`src/rtl/mandel_pkg.sv`:
```
// Shared types and fixed-point helpers for the Mandelbrot iteration engine.
// Latency: n/a (package only).
// Backpressure: n/a. Holds FSM/op enums, FRAC/ESC_LIMIT helpers and the range check.
package mandel_pkg;

  typedef enum logic [2:0] {
    ST_IDLE,
    ST_ISSUE,
    ST_WAIT,
    ST_UPDATE,
    ST_DONE
  } state_t;

  // Which product the current multiply produces.
  typedef enum logic [1:0] {
    OP_XX,
    OP_YY,
    OP_XY
  } op_t;

  // Fractional bits of a Q3.(WIDTH-3) operand.
  function automatic int FRAC(input int width);
    return width - 3;
  endfunction

  // |z|^2 escape threshold of 4.0 expressed in product scale Q6.(2*FRAC).
  function automatic int ESC_LIMIT(input int width);
    return 1 << (2 * FRAC(width) + 2);
  endfunction

  // True when v fits a signed width-bit operand.
  function automatic logic in_range(input logic signed [63:0] v, input int width);
    logic signed [63:0] lo;
    logic signed [63:0] hi;
    lo = -(64'sd1 <<< (width - 1));
    hi = (64'sd1 <<< (width - 1)) - 64'sd1;
    return (v >= lo) && (v <= hi);
  endfunction

endpackage

```
`src/rtl/mandel_iter_engine_if.sv`:
```
// Start/finished port pair between the iteration engine and an external
// bit-serial signed multiplier.
// Ports: mult_start, mult_a, mult_b (engine -> multiplier); mult_product, mult_finished (back).
interface mandel_iter_engine_if #(
  parameter int WIDTH = 12
) ();
  logic                        mult_start;
  logic signed [WIDTH-1:0]     mult_a;
  logic signed [WIDTH-1:0]     mult_b;
  logic signed [2*WIDTH-1:0]   mult_product;
  logic                        mult_finished;

  modport master (
    output mult_start, mult_a, mult_b,
    input  mult_product, mult_finished
  );

  modport slave (
    input  mult_start, mult_a, mult_b,
    output mult_product, mult_finished
  );
endinterface

```
`src/rtl/mandel_iter_engine.sv`:
```
// Runs z = z^2 + c for one pixel using an external multiplier; reports iteration count and escape flag.
// Latency: 2 cycles for max_iter=0, else 1 + k*(3*(WIDTH+2)+1) + 1 for k iterations run.
// Backpressure: start honoured only in IDLE; each multiply waits on mult_finished.
// Ports: clk, rst_n; start/cx/cy/max_iter in; busy/done/iter_count/escaped out; mult (master modport).
module mandel_iter_engine
  import mandel_pkg::*;
#(
  parameter int WIDTH      = 12,
  parameter int ITER_WIDTH = 8
) (
  input  logic                    clk,
  input  logic                    rst_n,
  input  logic                    start,
  input  logic signed [WIDTH-1:0] cx,
  input  logic signed [WIDTH-1:0] cy,
  input  logic [ITER_WIDTH-1:0]   max_iter,
  output logic                    busy,
  output logic                    done,
  output logic [ITER_WIDTH-1:0]   iter_count,
  output logic                    escaped,
  mandel_iter_engine_if.master    mult
);

  localparam int FRAC_B = FRAC(WIDTH);
  localparam int PW     = 2 * WIDTH + 2;
  localparam logic signed [PW-1:0] ESC_LIM = PW'(ESC_LIMIT(WIDTH));

  state_t                    state_q;
  op_t                       op_q;
  logic signed [WIDTH-1:0]   cx_q, cy_q, x_q, y_q;
  logic [ITER_WIDTH-1:0]     max_q, n_q;
  logic signed [2*WIDTH-1:0] pxx_q, pyy_q, pxy_q;
  logic                      busy_q, done_q, escaped_q, mult_start_q;
  logic [ITER_WIDTH-1:0]     iter_count_q;
  logic signed [WIDTH-1:0]   mult_a_q, mult_b_q;

  logic signed [PW-1:0]      mag_d, diff_d, x_d, y_d;
  logic                      ovf_d;
  logic [ITER_WIDTH-1:0]     n_d;

  // UPDATE arithmetic; widened by two bits so sums of products cannot wrap.
  always_comb begin
    mag_d  = PW'(pxx_q) + PW'(pyy_q);
    diff_d = PW'(pxx_q) - PW'(pyy_q);
    x_d    = (diff_d >>> FRAC_B) + PW'(cx_q);
    // 2xy: shifting one bit less than FRAC supplies the factor of two.
    y_d    = (PW'(pxy_q) >>> (FRAC_B - 1)) + PW'(cy_q);
    ovf_d  = !in_range(64'(x_d), WIDTH) || !in_range(64'(y_d), WIDTH);
    n_d    = n_q + ITER_WIDTH'(1);
  end

  always_ff @(posedge clk or negedge rst_n) begin
    if (!rst_n) begin
      state_q      <= ST_IDLE;
      op_q         <= OP_XX;
      cx_q         <= '0;
      cy_q         <= '0;
      x_q          <= '0;
      y_q          <= '0;
      max_q        <= '0;
      n_q          <= '0;
      pxx_q        <= '0;
      pyy_q        <= '0;
      pxy_q        <= '0;
      busy_q       <= 1'b0;
      done_q       <= 1'b0;
      escaped_q    <= 1'b0;
      iter_count_q <= '0;
      mult_start_q <= 1'b0;
      mult_a_q     <= '0;
      mult_b_q     <= '0;
    end else begin
      done_q       <= 1'b0;
      mult_start_q <= 1'b0;
      unique case (state_q)
        ST_IDLE: begin
          if (start) begin
            cx_q  <= cx;
            cy_q  <= cy;
            max_q <= max_iter;
            x_q   <= '0;
            y_q   <= '0;
            n_q   <= '0;
            op_q  <= OP_XX;
            if (max_iter == '0) begin
              iter_count_q <= '0;
              escaped_q    <= 1'b0;
              done_q       <= 1'b1;
              state_q      <= ST_DONE;
            end else begin
              // z starts at 0, so the first XX operands are zero.
              busy_q       <= 1'b1;
              mult_start_q <= 1'b1;
              mult_a_q     <= '0;
              mult_b_q     <= '0;
              state_q      <= ST_ISSUE;
            end
          end
        end
        ST_ISSUE: state_q <= ST_WAIT;
        ST_WAIT: begin
          if (mult.mult_finished) begin
            // Operands for the next op are loaded here and held through its capture.
            case (op_q)
              OP_XX: begin
                pxx_q        <= mult.mult_product;
                op_q         <= OP_YY;
                mult_start_q <= 1'b1;
                mult_a_q     <= y_q;
                mult_b_q     <= y_q;
                state_q      <= ST_ISSUE;
              end
              OP_YY: begin
                pyy_q        <= mult.mult_product;
                op_q         <= OP_XY;
                mult_start_q <= 1'b1;
                mult_a_q     <= x_q;
                mult_b_q     <= y_q;
                state_q      <= ST_ISSUE;
              end
              default: begin
                pxy_q   <= mult.mult_product;
                state_q <= ST_UPDATE;
              end
            endcase
          end
        end
        ST_UPDATE: begin
          if (mag_d > ESC_LIM) begin
            escaped_q    <= 1'b1;
            iter_count_q <= n_q;
            busy_q       <= 1'b0;
            done_q       <= 1'b1;
            state_q      <= ST_DONE;
          end else if (ovf_d) begin
            escaped_q    <= 1'b1;
            iter_count_q <= n_d;
            busy_q       <= 1'b0;
            done_q       <= 1'b1;
            state_q      <= ST_DONE;
          end else begin
            x_q <= x_d[WIDTH-1:0];
            y_q <= y_d[WIDTH-1:0];
            n_q <= n_d;
            if (n_d == max_q) begin
              escaped_q    <= 1'b0;
              iter_count_q <= max_q;
              busy_q       <= 1'b0;
              done_q       <= 1'b1;
              state_q      <= ST_DONE;
            end else begin
              op_q         <= OP_XX;
              mult_start_q <= 1'b1;
              mult_a_q     <= x_d[WIDTH-1:0];
              mult_b_q     <= x_d[WIDTH-1:0];
              state_q      <= ST_ISSUE;
            end
          end
        end
        ST_DONE: state_q <= ST_IDLE;
        default: state_q <= ST_IDLE;
      endcase
    end
  end

  assign busy            = busy_q;
  assign done            = done_q;
  assign iter_count      = iter_count_q;
  assign escaped         = escaped_q;
  assign mult.mult_start = mult_start_q;
  assign mult.mult_a     = mult_a_q;
  assign mult.mult_b     = mult_b_q;

endmodule

```
`src/flat_wrapper.sv`:
```
// flat-port wrapper written by rule: the top's interface ports become plain ports
module mandel_iter_engine_flat import mandel_pkg::*;
#(
  parameter int WIDTH      = 12,
  parameter int ITER_WIDTH = 8
)
  (clk, rst_n, start, cx, cy, max_iter, busy, done, iter_count, escaped, mult_mult_start, mult_mult_a, mult_mult_b, mult_mult_product, mult_mult_finished);
  mandel_iter_engine_if #(.WIDTH(WIDTH)) mult_i ();
  input  logic clk;
  input  logic rst_n;
  input  logic start;
  input  logic signed [WIDTH-1:0] cx;
  input  logic signed [WIDTH-1:0] cy;
  input  logic [ITER_WIDTH-1:0] max_iter;
  output logic busy;
  output logic done;
  output logic [ITER_WIDTH-1:0] iter_count;
  output logic escaped;
  output wire logic [$bits(mult_i.mult_start)-1:0] mult_mult_start;
  output wire logic [$bits(mult_i.mult_a)-1:0] mult_mult_a;
  output wire logic [$bits(mult_i.mult_b)-1:0] mult_mult_b;
  input wire logic [$bits(mult_i.mult_product)-1:0] mult_mult_product;
  input wire logic [$bits(mult_i.mult_finished)-1:0] mult_mult_finished;
  assign mult_mult_start = mult_i.mult_start;
  assign mult_mult_a = mult_i.mult_a;
  assign mult_mult_b = mult_i.mult_b;
  assign mult_i.mult_product = mult_mult_product;
  assign mult_i.mult_finished = mult_mult_finished;
  mandel_iter_engine #(.WIDTH(WIDTH), .ITER_WIDTH(ITER_WIDTH)) u_core (.clk(clk), .rst_n(rst_n), .start(start), .cx(cx), .cy(cy), .max_iter(max_iter), .busy(busy), .done(done), .iter_count(iter_count), .escaped(escaped), .mult(mult_i));
endmodule
```
`config.mk`:
```
export PLATFORM = sky130hd
export DESIGN_NAME = mandel_iter_engine_flat
export DESIGN_NICKNAME = d
export VERILOG_FILES = /design/src/rtl/mandel_pkg.sv /design/src/rtl/mandel_iter_engine_if.sv /design/src/rtl/mandel_iter_engine.sv /design/src/flat_wrapper.sv
export SDC_FILE = /design/constraint.sdc
export NUM_CORES = 1
export LEC_CHECK = 0
export CORE_MARGIN = 1
export CORE_UTILIZATION = 24
export DETAILED_ROUTE_END_ITERATION = 10
export PLACE_DENSITY_LB_ADDON = 0.25
export RECOVER_POWER = 100
export SYNTH_ARGS = -nofsm -noshare
export SYNTH_HDL_FRONTEND = slang
export SYNTH_SLANG_ARGS = --single-unit
```
`constraint.sdc`:
```
create_clock -name clk -period 7.1 [get_ports clk]
set_input_delay 0.71 -clock clk [delete_from_list [all_inputs] [get_ports clk]]
set_output_delay 0.71 -clock clk [all_outputs]
set_load 0.02 [all_outputs]
```
=== Word-level counts from Yosys, hierarchy flattened ===
Cells that the tools add are included.
W data, S select, Z words.

* $add $sub $neg: 5
* $lt $le $gt $ge: 5
* Eq/ne operators: 15
* Muxes and demuxes: 68
* Bitwise gates (word level): 1
* Reductions and logical operators: 22

{| class="wikitable"
|+ Operators with widths
! cell !! number
|-
| $mux W12 || 13
|-
| $pmux W12 S2 || 3
|-
| $pmux W12 S3 || 2
|-
| $mux W8 || 8
|-
| $add A16 B12 Y17 || 2
|-
| $ge A17 B12 Y1 const B || 2
|-
| $le A17 B12 Y1 const B || 2
|-
| $pmux W8 S2 || 2
|-
| $gt A26 B22 Y1 const B || 1
|-
| $add A24 B24 Y25 || 1
|-
| $sub A24 B24 Y25 || 1
|-
| $mux W1 || 21
|-
| $mux W3 || 6
|-
| $reduce_and A8 Y1 || 2
|-
| $ne A2 B2 Y1 const B || 7
|-
| $mux W2 || 6
|-
| $pmux W3 S4 || 1
|-
| $reduce_and A4 Y1 || 3
|-
| $reduce_and A3 Y1 || 3
|-
| $add A8 B1 Y8 const B || 1
|-
| $eq A8 B8 Y1 || 1
|-
| $logic_not A8 Y1 || 1
|-
| $reduce_and A7 Y1 || 1
|-
| $eq A3 B2 Y1 const B || 2
|-
| other kinds (19) || 24
|}

* Register bits: 177
* Input bits: 60
* Output and inout bits: 36
* Logic and storage cells: 134

=== Longest topological paths before layout ===
Gate-level depths: netlist of run 1.

* Word-level depth: 9
* Gate-level depth with buffers: 28

=== Worst setup path before layout of run 1 ===
OpenSTA, ideal clock, no wires.

* Path type: reg-to-reg
* Start: reg u_core.pyy_q[1]
* End: reg u_core.mult_a_q[11] (netlist: u_core.mult.mult_a[11])
* Library setup time: 0.127 ns
* Arrival time: 5.514 ns
* Setup slack: 1.458 ns
* Cell stages (with the launch flop): 25
* Path buffers: 3
* Period minus slack after synthesis: 5.642 ns
* Cell sequence: dfrtp_1 inv_1 ha_1 nor2b_1 o21a_1 o21ai_0 a21oi_1 a2111oi_0 o311ai_0 a311oi_1 nor2_1 nor2_1 xnor2_1 ha_1 clkbuf_1 nor2b_1 a2111oi_0 nand2_1 nor4b_1 nand3b_1 a221oi_1 a31o_1 buf_4 buf_6 mux2_1

* Word-level cells in the longest chain between the ends: 8
* Elaborated cells on any way between the ends: 16
* Classes of those cells: add/sub (3); order compare (3); eq/ne (2); mux (4); reduce/logical (4)

{| class="wikitable"
|+ RTL lines
! element !! RTL line !! RTL
|-
| start, declared || mandel_iter_engine.sv:32 || <nowiki>logic signed [2*WIDTH-1:0] pxx_q, pyy_q, pxy_q;</nowiki>
|-
| start signal, assigned || mandel_iter_engine.sv:114 || <nowiki>pyy_q <= mult.mult_product;</nowiki>
|-
| $sub A24 B24 Y25 || mandel_iter_engine.sv:44 || <nowiki>diff_d = PW'(pxx_q) - PW'(pyy_q);</nowiki>
|-
| $add A16 B12 Y17 || mandel_iter_engine.sv:45 || <nowiki>x_d = (diff_d >>> FRAC_B) + PW'(cx_q);</nowiki>
|-
| $ge A17 B12 Y1 / $le A17 B12 Y1 (equally long branches) || mandel_pkg.sv:37 || <nowiki>return (v >= lo) && (v <= hi);</nowiki>
|-
| $logic_and A1 B1 Y1 || mandel_pkg.sv:37 ||
|-
| $logic_not A1 Y1 || mandel_iter_engine.sv:48 || <nowiki>ovf_d = !in_range(64'(x_d), WIDTH) || !in_range(64'(y_d), WIDTH);</nowiki>
|-
| $logic_or A1 B1 Y1 || mandel_iter_engine.sv:48 ||
|-
| $ne A2 B2 Y1 (no line) || n/a ||
|-
| $reduce_and A8 Y1 (no line) || n/a ||
|-
| end signal, assigned || mandel_iter_engine.sv:109 || <nowiki>mult_a_q <= y_q;</nowiki>
|-
| end signal, assigned || mandel_iter_engine.sv:117 || <nowiki>mult_a_q <= x_q;</nowiki>
|-
| end signal, assigned || mandel_iter_engine.sv:154 || <nowiki>mult_a_q <= x_d[WIDTH-1:0];</nowiki>
|-
| end, declared || mandel_iter_engine.sv:35 || <nowiki>logic signed [WIDTH-1:0] mult_a_q, mult_b_q;</nowiki>
|}

Several ways; a longest one is shown, not always the timed one. The select of a mux whose other input is x is not followed.
A chain may end at the register's enable or synchronous reset.

=== Worst setup path in the final report of run 1 ===
* Start: reg u_core.pyy_q[1]
* End: reg u_core.y_q[9]

* Word-level cells in the longest chain between the ends: 8
* Elaborated cells on any way between the ends: 12
* Classes of those cells: add/sub (3); order compare (3); eq/ne (2); reduce/logical (4)

{| class="wikitable"
|+ RTL lines
! element !! RTL line !! RTL
|-
| $sub A24 B24 Y25 || mandel_iter_engine.sv:44 ||
|-
| $add A16 B12 Y17 || mandel_iter_engine.sv:45 ||
|-
| $ge A17 B12 Y1 / $le A17 B12 Y1 (equally long branches) || mandel_pkg.sv:37 ||
|-
| $logic_and A1 B1 Y1 || mandel_pkg.sv:37 ||
|-
| $logic_not A1 Y1 || mandel_iter_engine.sv:48 ||
|-
| $logic_or A1 B1 Y1 || mandel_iter_engine.sv:48 ||
|-
| $ne A2 B2 Y1 (no line) || n/a ||
|-
| $reduce_and A4 Y1 (no line) * || n/a ||
|-
| end signal, assigned || mandel_iter_engine.sv:143 || <nowiki>y_q <= y_d[WIDTH-1:0];</nowiki>
|-
| end, declared || mandel_iter_engine.sv:30 || <nowiki>logic signed [WIDTH-1:0] cx_q, cy_q, x_q, y_q;</nowiki>
|}

Every way passes the cells marked *; elsewhere a longest branch is shown, timed or not.

==> impl_metrics.env, run 1 <==
export IMPL_outcome="finished, violations left"
export IMPL_violations="capacitance limit, slew limit"
export IMPL_drive_above_1_share_pct=9.60
export IMPL_clk_pin_slew_worst_paths_ns=0.07
export IMPL_finalInstanceArea_mm2=0.0135
export IMPL_dr_pass1_iters=5
export IMPL_numCtsBuffers=17
export IMPL_hpwl_um=26500
export IMPL_leakage_nw=6.11
export IMPL_cpMaxStageDelayCell="xnor2_1"
export IMPL_ys_types=74
export IMPL_finClkSkew_ns=0.0176
export IMPL_finalSetupViolations=0
export IMPL_synth_top_cell_by_area="dfrtp_1"
export IMPL_hold_class="reg -> reg"
export IMPL_dr_total_vias=9490
export IMPL_root_buffer="clkbuf_16"
export IMPL_wirelength_met1_um=17300
export IMPL_cts_setup_buffers=0
export IMPL_core_rowCount=79
export IMPL_rsz0062_at_grt="no"
export IMPL_register_area_mm2=0.00423
export IMPL_track_usage_pct=14.9
export IMPL_io_pins=96
export IMPL_ys_ff_latch=169
export IMPL_crit_type="reg -> reg"
export IMPL_top_layer="met4"
export IMPL_dieHeight_um=219
export IMPL_grt_pass1_wl_um=54700
export IMPL_avgSynthCellArea_um2=9.16
export IMPL_cts_sinks=169
export IMPL_critPathBufInv=2
export IMPL_netlist_area_mm2=0.0113
export IMPL_grt_max_degree=96
export IMPL_power_density_mw_per_mm2=539
export IMPL_grt_pass1_vias=9396
export IMPL_synthArstFlopShare_pct=100
export IMPL_synth_main_ff_cell="dfrtp_1"
export IMPL_die_x_um=219
export IMPL_tns_ns=0
export IMPL_start_util_pct=24.3
export IMPL_hold_viol=0
export IMPL_drv_slew=184
export IMPL_die_area_mm2=0.0480
export IMPL_core_area_mm2=0.0466
export IMPL_synth_yosys_seq_area_share_pct=37.4
export IMPL_cap_violations=4
export IMPL_ys_warnings_count=0
export IMPL_wl_per_cell_um=17.8
export IMPL_synthTopCellsByArea="dfrtp_1, ha_1, mux2_2, nand2_1, mux2i_1"
export IMPL_finalWorstPathRequiredPeriod_ns=6.26
export IMPL_antennaDiodeCount=0
export IMPL_fillers=4976
export IMPL_cp_start_kind="flip-flop"
export IMPL_syn_inst=1236
export IMPL_route_detailed_drc=0
export IMPL_viasPerCell=4.89
export IMPL_place_gp_congestion=0.876
export IMPL_first_iter_violations=632
export IMPL_antenna_left=0
export IMPL_clock_latency_ns=0.47
export IMPL_grt_overflow=0
export IMPL_fmax_mhz=160
export IMPL_crit_chain="inv_1, ha_1, nor2b_1, o21a_1, o21ai_0, a21oi_1, a2111oi_0, buf_4, nor2_1, a21oi_1, o21bai_1, xnor2_1, ha_1, o211ai_1, nand2_1, o21ai_0, o221ai_1, xor2_1, nor4b_1, nand3b_1, a22oi_1, and2_0, nand2_2, mux2i_1"
export IMPL_fin_hold_ws_ns=0.481
export IMPL_io_buffers=95
export IMPL_multi_input_comb_area_mm2=0.00660
export IMPL_htreeDepth=4
export IMPL_critPathTopFamily="compound AO/OA/AOI/OAI gates"
export IMPL_syn2layout_area_growth_pct=19.6
export IMPL_cts_tree="yes"
export IMPL_wl_um=34500
export IMPL_clockBufferDepth=2
export IMPL_worstPathMaxFanout=10
export IMPL_synth_edf_count=0
export IMPL_antenna_found_initial=0
export IMPL_post_cts_resized=0
export IMPL_tightest_slew_ns=5.43
export IMPL_synth_net_count=1380
export IMPL_ir_drop_mv=0.291
export IMPL_layout_nets=1465
export IMPL_wl_met3_um=1170
export IMPL_synth_top_area_share_pct=37.4
export IMPL_end_kind="flip-flop"
export IMPL_arrival_ns=6.58
export IMPL_max_slew_margin_rel_pct=-262
export IMPL_cts_hold_buf=0
export IMPL_fin_crit_sh_pct=88.1
export IMPL_critPathMaxStageDelay_ns=0.47
export IMPL_critPathRequiredTime_ns=7.42
export IMPL_place_area_mm2=0.0130
export IMPL_wl_met2_um=15500
==> cells in the mapped netlist, types with 6 or more instances <==
| library cell | n |
|---|---|
| dfrtp_1 | 169 |
| a211oi_1 | 15 |
| inv_1 | 74 |
| a21o_1 | 18 |
| ha_1 | 81 |
| nor2_1 | 77 |
| nand3_1 | 33 |
| mux2_1 | 18 |
| buf_2 | 9 |
| mux2i_1 | 34 |
| mux2_2 | 66 |
| or3_1 | 7 |
| a21oi_1 | 67 |
| nand2_1 | 176 |
| a221o_1 | 8 |
| o31ai_1 | 12 |
| nand2b_1 | 14 |
| xnor2_1 | 33 |
| nor3_1 | 25 |
| o21ai_0 | 65 |
| o211ai_1 | 13 |
| nor2b_1 | 18 |
| a31oi_1 | 7 |
| and2_1 | 7 |
| clkbuf_1 | 32 |
| or4_1 | 6 |
| xor2_1 | 15 |
| nand4_1 | 13 |
==> cell families after synthesis <==
| logic type | synth area share (%) |
|---|---|
| simple gates | 16.8 |
| compound gates | 16.8 |
| flops | 37.4 |
| buf+inv | 4.44 |
| mux | 11.4 |
| fa+ha+maj | 9.48 |
| xor+xnor | 3.71 |
==> cell type report <==
| class | count | area share [%] |
|---|---|---|
| inverter | 76 | 2.11 |
| clock inverter | 12 | 0.988 |
| tap | 607 | 5.61 |
| timing repair buffer | 115 | 8.00 |
| clock buffer | 20 | 3.37 |
| multi-input combinational | 942 | 48.7 |
| sequential | 169 | 31.2 |
==> layer usage <==
layer | vias up | GRT usage (%)
li1 | 4607 | -
met1 | 4655 | 21.1
met2 | 196 | 23.1
met3 | 32 | 2.15
met4 | 0 | 4.72
met5 | - | 0
==> metrics by stage <==
stage	instances	power, mW	setup WS (ns)	util, %
after detailed placement	1909	6.37	0.580	27.9
after floorplan	1236	4.93	1.46	-
final	1941	7.30	0.845	29.1
after global routing	1941	7.96	0.0581	29.1
after CTS	1941	7.36	0.513	29.2
after global placement	1909	6.36	0.670	27.9
==> power breakdown <==
group	switching, mW	internal, mW
logic	2.96	1.89
clock network	0.435	0.512
registers	0.242	1.26
total	3.64	3.66
==> sequential cells by signal, summed over array words and instances (netlist names) <==
| register | flops |
|---|---|
| u_core.pxx_q | 24 |
| u_core.pyy_q | 24 |
| u_core.pxy_q | 16 |
| u_core.cx_q | 12 |
| u_core.cy_q | 12 |
| u_core.mult.mult_a | 12 |
| u_core.mult.mult_b | 12 |
| u_core.x_q | 12 |
| u_core.y_q | 12 |
| u_core.iter_count | 8 |
| u_core.max_q | 8 |
| u_core.n_q | 8 |
| u_core.state_q | 3 |
| u_core.op_q | 2 |
| u_core.busy | 1 |
| u_core.done | 1 |
| u_core.escaped | 1 |
| u_core.mult.mult_start | 1 |
==> cell usage in the layout, fill, tap and decap left out, types with 8 or more instances in the layout <==
master             n
nand2b_1          14
ha_1              81
nor2_1            78
a21oi_1           67
clkdlybuf4s50_1   56
dlygate4sd3_1     38
nand4_1           13
clkbuf_16         17
nand2_1          175
nor2b_1           18
nand3_1           33
o21ai_0           65
a211oi_1          15
mux2i_1           34
xor2_1            15
a21o_1            18
mux2_1            18
xnor2_1           33
buf_4             11
inv_1             74
a221o_1            8
o211ai_1          13
mux2_2            66
nor3_1            25
o31ai_1           12
dfrtp_1          169
==> final timing paths <==
kind / startpoint / end / slack, ns / cells past startpoint
worst min register to register: u_core.mult.mult_a[3] / u_core.mult.mult_a[3] / 0.48 / 1
worst min-delay path: u_core.mult.mult_a[3] / u_core.mult.mult_a[3] / 0.48 / 1
worst max register to register: u_core.pyy_q[1] / u_core.y_q[9] / 0.84 / 24
max in group asynchronous: rst_n / u_core.pxx_q[15] / 1.41 / 2
min in group asynchronous: rst_n / u_core.iter_count[6] / 2.23 / 1
worst max-delay path: u_core.pyy_q[1] / u_core.y_q[9] / 0.84 / 24
No activity file was read; power rests on OpenSTA's default activity.
==> run 2, diff against run 1 <==
Settings changed: ABC_AREA set to 1, SLEW_MARGIN set to 20.
==> impl_metrics.env, run 2 <==
export IMPL_outcome="finished, violations left"
export IMPL_syn_inst=1787
export IMPL_start_util_pct=24.6
export IMPL_grt_pass1_vias=11100
export IMPL_cp_start_kind="flip-flop"
export IMPL_antennaDiodeCount=0
export IMPL_rsz0062_at_grt="no"
export IMPL_wl_um=38100
export IMPL_place_gp_congestion=0.893
export IMPL_finClkSkew_ns=0.0162
export IMPL_whs_path_depth=2
export IMPL_clock_latency_ns=0.48
export IMPL_synth_main_ff_cell="dfrtp_1"
export IMPL_root_buffer="clkbuf_16"
export IMPL_synthAdderAreaFrac_pct=8.86
export IMPL_top_regs="u_core.pxx_q x24, u_core.pyy_q x24, u_core.pxy_q x16"
export IMPL_synthXorXnorAreaFrac_pct=3.03
export IMPL_critPathTopFamily="simple AND/OR/NAND/NOR gates"
export IMPL_syn2layout_area_growth_pct=17.7
export IMPL_drive_above_1_share_pct=3.85
export IMPL_synthMuxAreaShare_pct=0
export IMPL_track_usage_pct=15.6
export IMPL_core_area_mm2=0.0494
export IMPL_mostFrequentLayoutCell="nand2_1"
export IMPL_fin_crit_sh_pct=84.6
export IMPL_final_core_util_pct=28.9
export IMPL_synthTopCellsByArea="dfrtp_1, nand2_1, ha_1, inv_1, o21ai_0"
export IMPL_cts_tree="yes"
export IMPL_synth_compound_area_share_pct=10.9
export IMPL_tightest_slew_ns=3.99
export IMPL_stdcell_count=2535
export IMPL_tns_ns=0
export IMPL_dr_total_vias=11300
export IMPL_end_kind="flip-flop"
export IMPL_antenna_left=0
export IMPL_synth_edf_count=0
export IMPL_rrSetupSlack_ns=1.09
export IMPL_synth_top_cell_by_area="dfrtp_1"
export IMPL_ys_types=41
export IMPL_crit_type="reg -> reg"
export IMPL_synth_net_count=1931
export IMPL_post_cts_resized=0
export IMPL_route_detailed_drc=0
export IMPL_arrival_ns=6.40
export IMPL_crit_top_cell="nand2_1"
export IMPL_numCtsBuffers=17
export IMPL_synth_top_family_by_area="simple AND/OR/NAND/NOR gates"
export IMPL_critPathRequiredTime_ns=7.49
export IMPL_hold_end="u_core.y_q[11]"
export IMPL_synthArstFlopShare_pct=100
export IMPL_hold_start="u_core.y_q[11]"
export IMPL_wl_per_cell_um=15.0
export IMPL_avgSynthCellArea_um2=6.78
export IMPL_ys_warnings_count=0
export IMPL_layout_nets=2003
export IMPL_antenna_found_initial=1
export IMPL_synth_yosys_seq_area_share_pct=34.9
export IMPL_io_pins=96
export IMPL_fin_hold_ws_ns=0.473
export IMPL_core_rowCount=81
export IMPL_synth_top_area_share_pct=34.9
export IMPL_netlist_area_mm2=0.0121
export IMPL_fmax_mhz=166
export IMPL_synth_simple_area_share_pct=33.0
export IMPL_grt_max_degree=71
export IMPL_drv_slew=239
export IMPL_hold_class="reg -> reg"
export IMPL_worstPathMaxFanout=43
export IMPL_max_slew_margin_rel_pct=-166
export IMPL_hpwl_um=30500
export IMPL_cpMaxStageDelayCell="xor2_1"
export IMPL_violations="capacitance limit, slew limit"
export IMPL_cts_hold_buf=0
export IMPL_critPathBufInv=4
export IMPL_rr_worst_depth=27
export IMPL_io_buffers=95
export IMPL_synthMostInstantiatedCell="nand2_1"
export IMPL_critPathMaxStageDelay_ns=0.55
export IMPL_dpl_cell_count=2504
export IMPL_die_area_mm2=0.0514
export IMPL_netlist_top_cells_count="nand2_1, inv_1, dfrtp_1"
export IMPL_first_iter_violations=784
export IMPL_layout_common_cells="nand2_1, inv_1, dfrtp_1, o21ai_0, nand3_1"
export IMPL_cts_sinks=169
export IMPL_htreeDepth=4
export IMPL_cp_num_cells=27
export IMPL_grt_overflow=0
export IMPL_timing_rr_start="u_core.pyy_q[2]"
export IMPL_clockBufferDepth=2
export IMPL_cts_setup_buffers=0
export IMPL_hold_viol=0
export IMPL_finalWorstPathRequiredPeriod_ns=6.01
export IMPL_grt_pass1_wl_um=61000
export IMPL_viasPerCell=4.46
export IMPL_finalSetupViolations=0
export IMPL_dieHeight_um=227
export IMPL_ys_ff_latch=169
export IMPL_cap_violations=6
export IMPL_r2r_end="u_core.x_q[11]"
export IMPL_die_x_um=227
export IMPL_dr_pass1_iters=5
export IMPL_clk_pin_slew_worst_paths_ns=0.08
run 2: stage by stage:
step	worst slack (ns)	cell area, µm²
2_1_floorplan	2.83	12100
3_3_place_gp	1.45	13700
3_5_place_dp	1.32	13700
4_1_cts	1.31	14300
5_1_grt	0.306	14300
6_report	1.09	14300
run 2: how the worst max path moves through the flow:
stage,from,end,slack [ns]
detailed placement,u_core.pyy_q[2],u_core.y_q[3],1.32
floorplan,u_core.pyy_q[2],u_core.x_q[10],2.83
CTS,u_core.pyy_q[2],u_core.mult.mult_a[0],1.31
global route,u_core.pyy_q[2],u_core.x_q[11],0.31
global placement,u_core.pyy_q[12],u_core.iter_count[0],1.45
finish,u_core.pyy_q[2],u_core.x_q[11],1.09
run 2: kinds of logic (layout without fill, tap and decap cells):
family | Yosys count | in the layout
buffers and inverters | 286 | 370
DFF | 169 | 169
xor gates and xnor gates | 42 | 42
adders and majority gates | 84 | 84
AOI/OAI and AO/OA | 243 | 243
and+or+nand+nor | 963 | 963
run 2: metal layers:
| layer | up-vias | GRT usage, % | routed length (µm) |
|---|---|---|---|
| met5 | - | 0 | 0 |
| met4 | 0 | 4.62 | 517 |
| met3 | 31 | 2.50 | 1560 |
| met2 | 214 | 23.9 | 16600 |
| met1 | 5244 | 22.2 | 19400 |
| li1 | 5821 | - | - |
run 2: layout make-up:
cell class	count	area (µm²)
clock buffer	18	429
clock inverter	13	138
fill	5520	35100
inverter	237	890
multi-input combinational	1332	6770
sequential	169	4230
tap	664	831
timing repair buffer	102	980
run 2: worst reg2reg max path, stage by stage (launching register included):
cell and delay [ns]:
dfrtp_1 0.37, inv_1 0.05, ha_1 0.37, inv_1 0.11
nor3_1 0.40, a21oi_1 0.13, nor2_1 0.10, nor2_1 0.05
o21ai_0 0.33, xor2_1 0.56, ha_1 0.29, inv_1 0.06
fa_1 0.40, inv_1 0.10, nand4_1 0.10, nand2_1 0.19
nand2_1 0.07, nand2_1 0.13, nand2_1 0.11, nand3_1 0.08
nand2_1 0.07, nand2_1 0.10, nand2_1 0.19, nor2_1 0.50
nand2_2 0.12, nand2_1 0.14, nand2_2 0.43, o21ai_0 0.36
Power of run 2 is left out: the tool's default activity adds up to more than one toggle a clock period on the data nets, which glitch-free logic cannot reach.
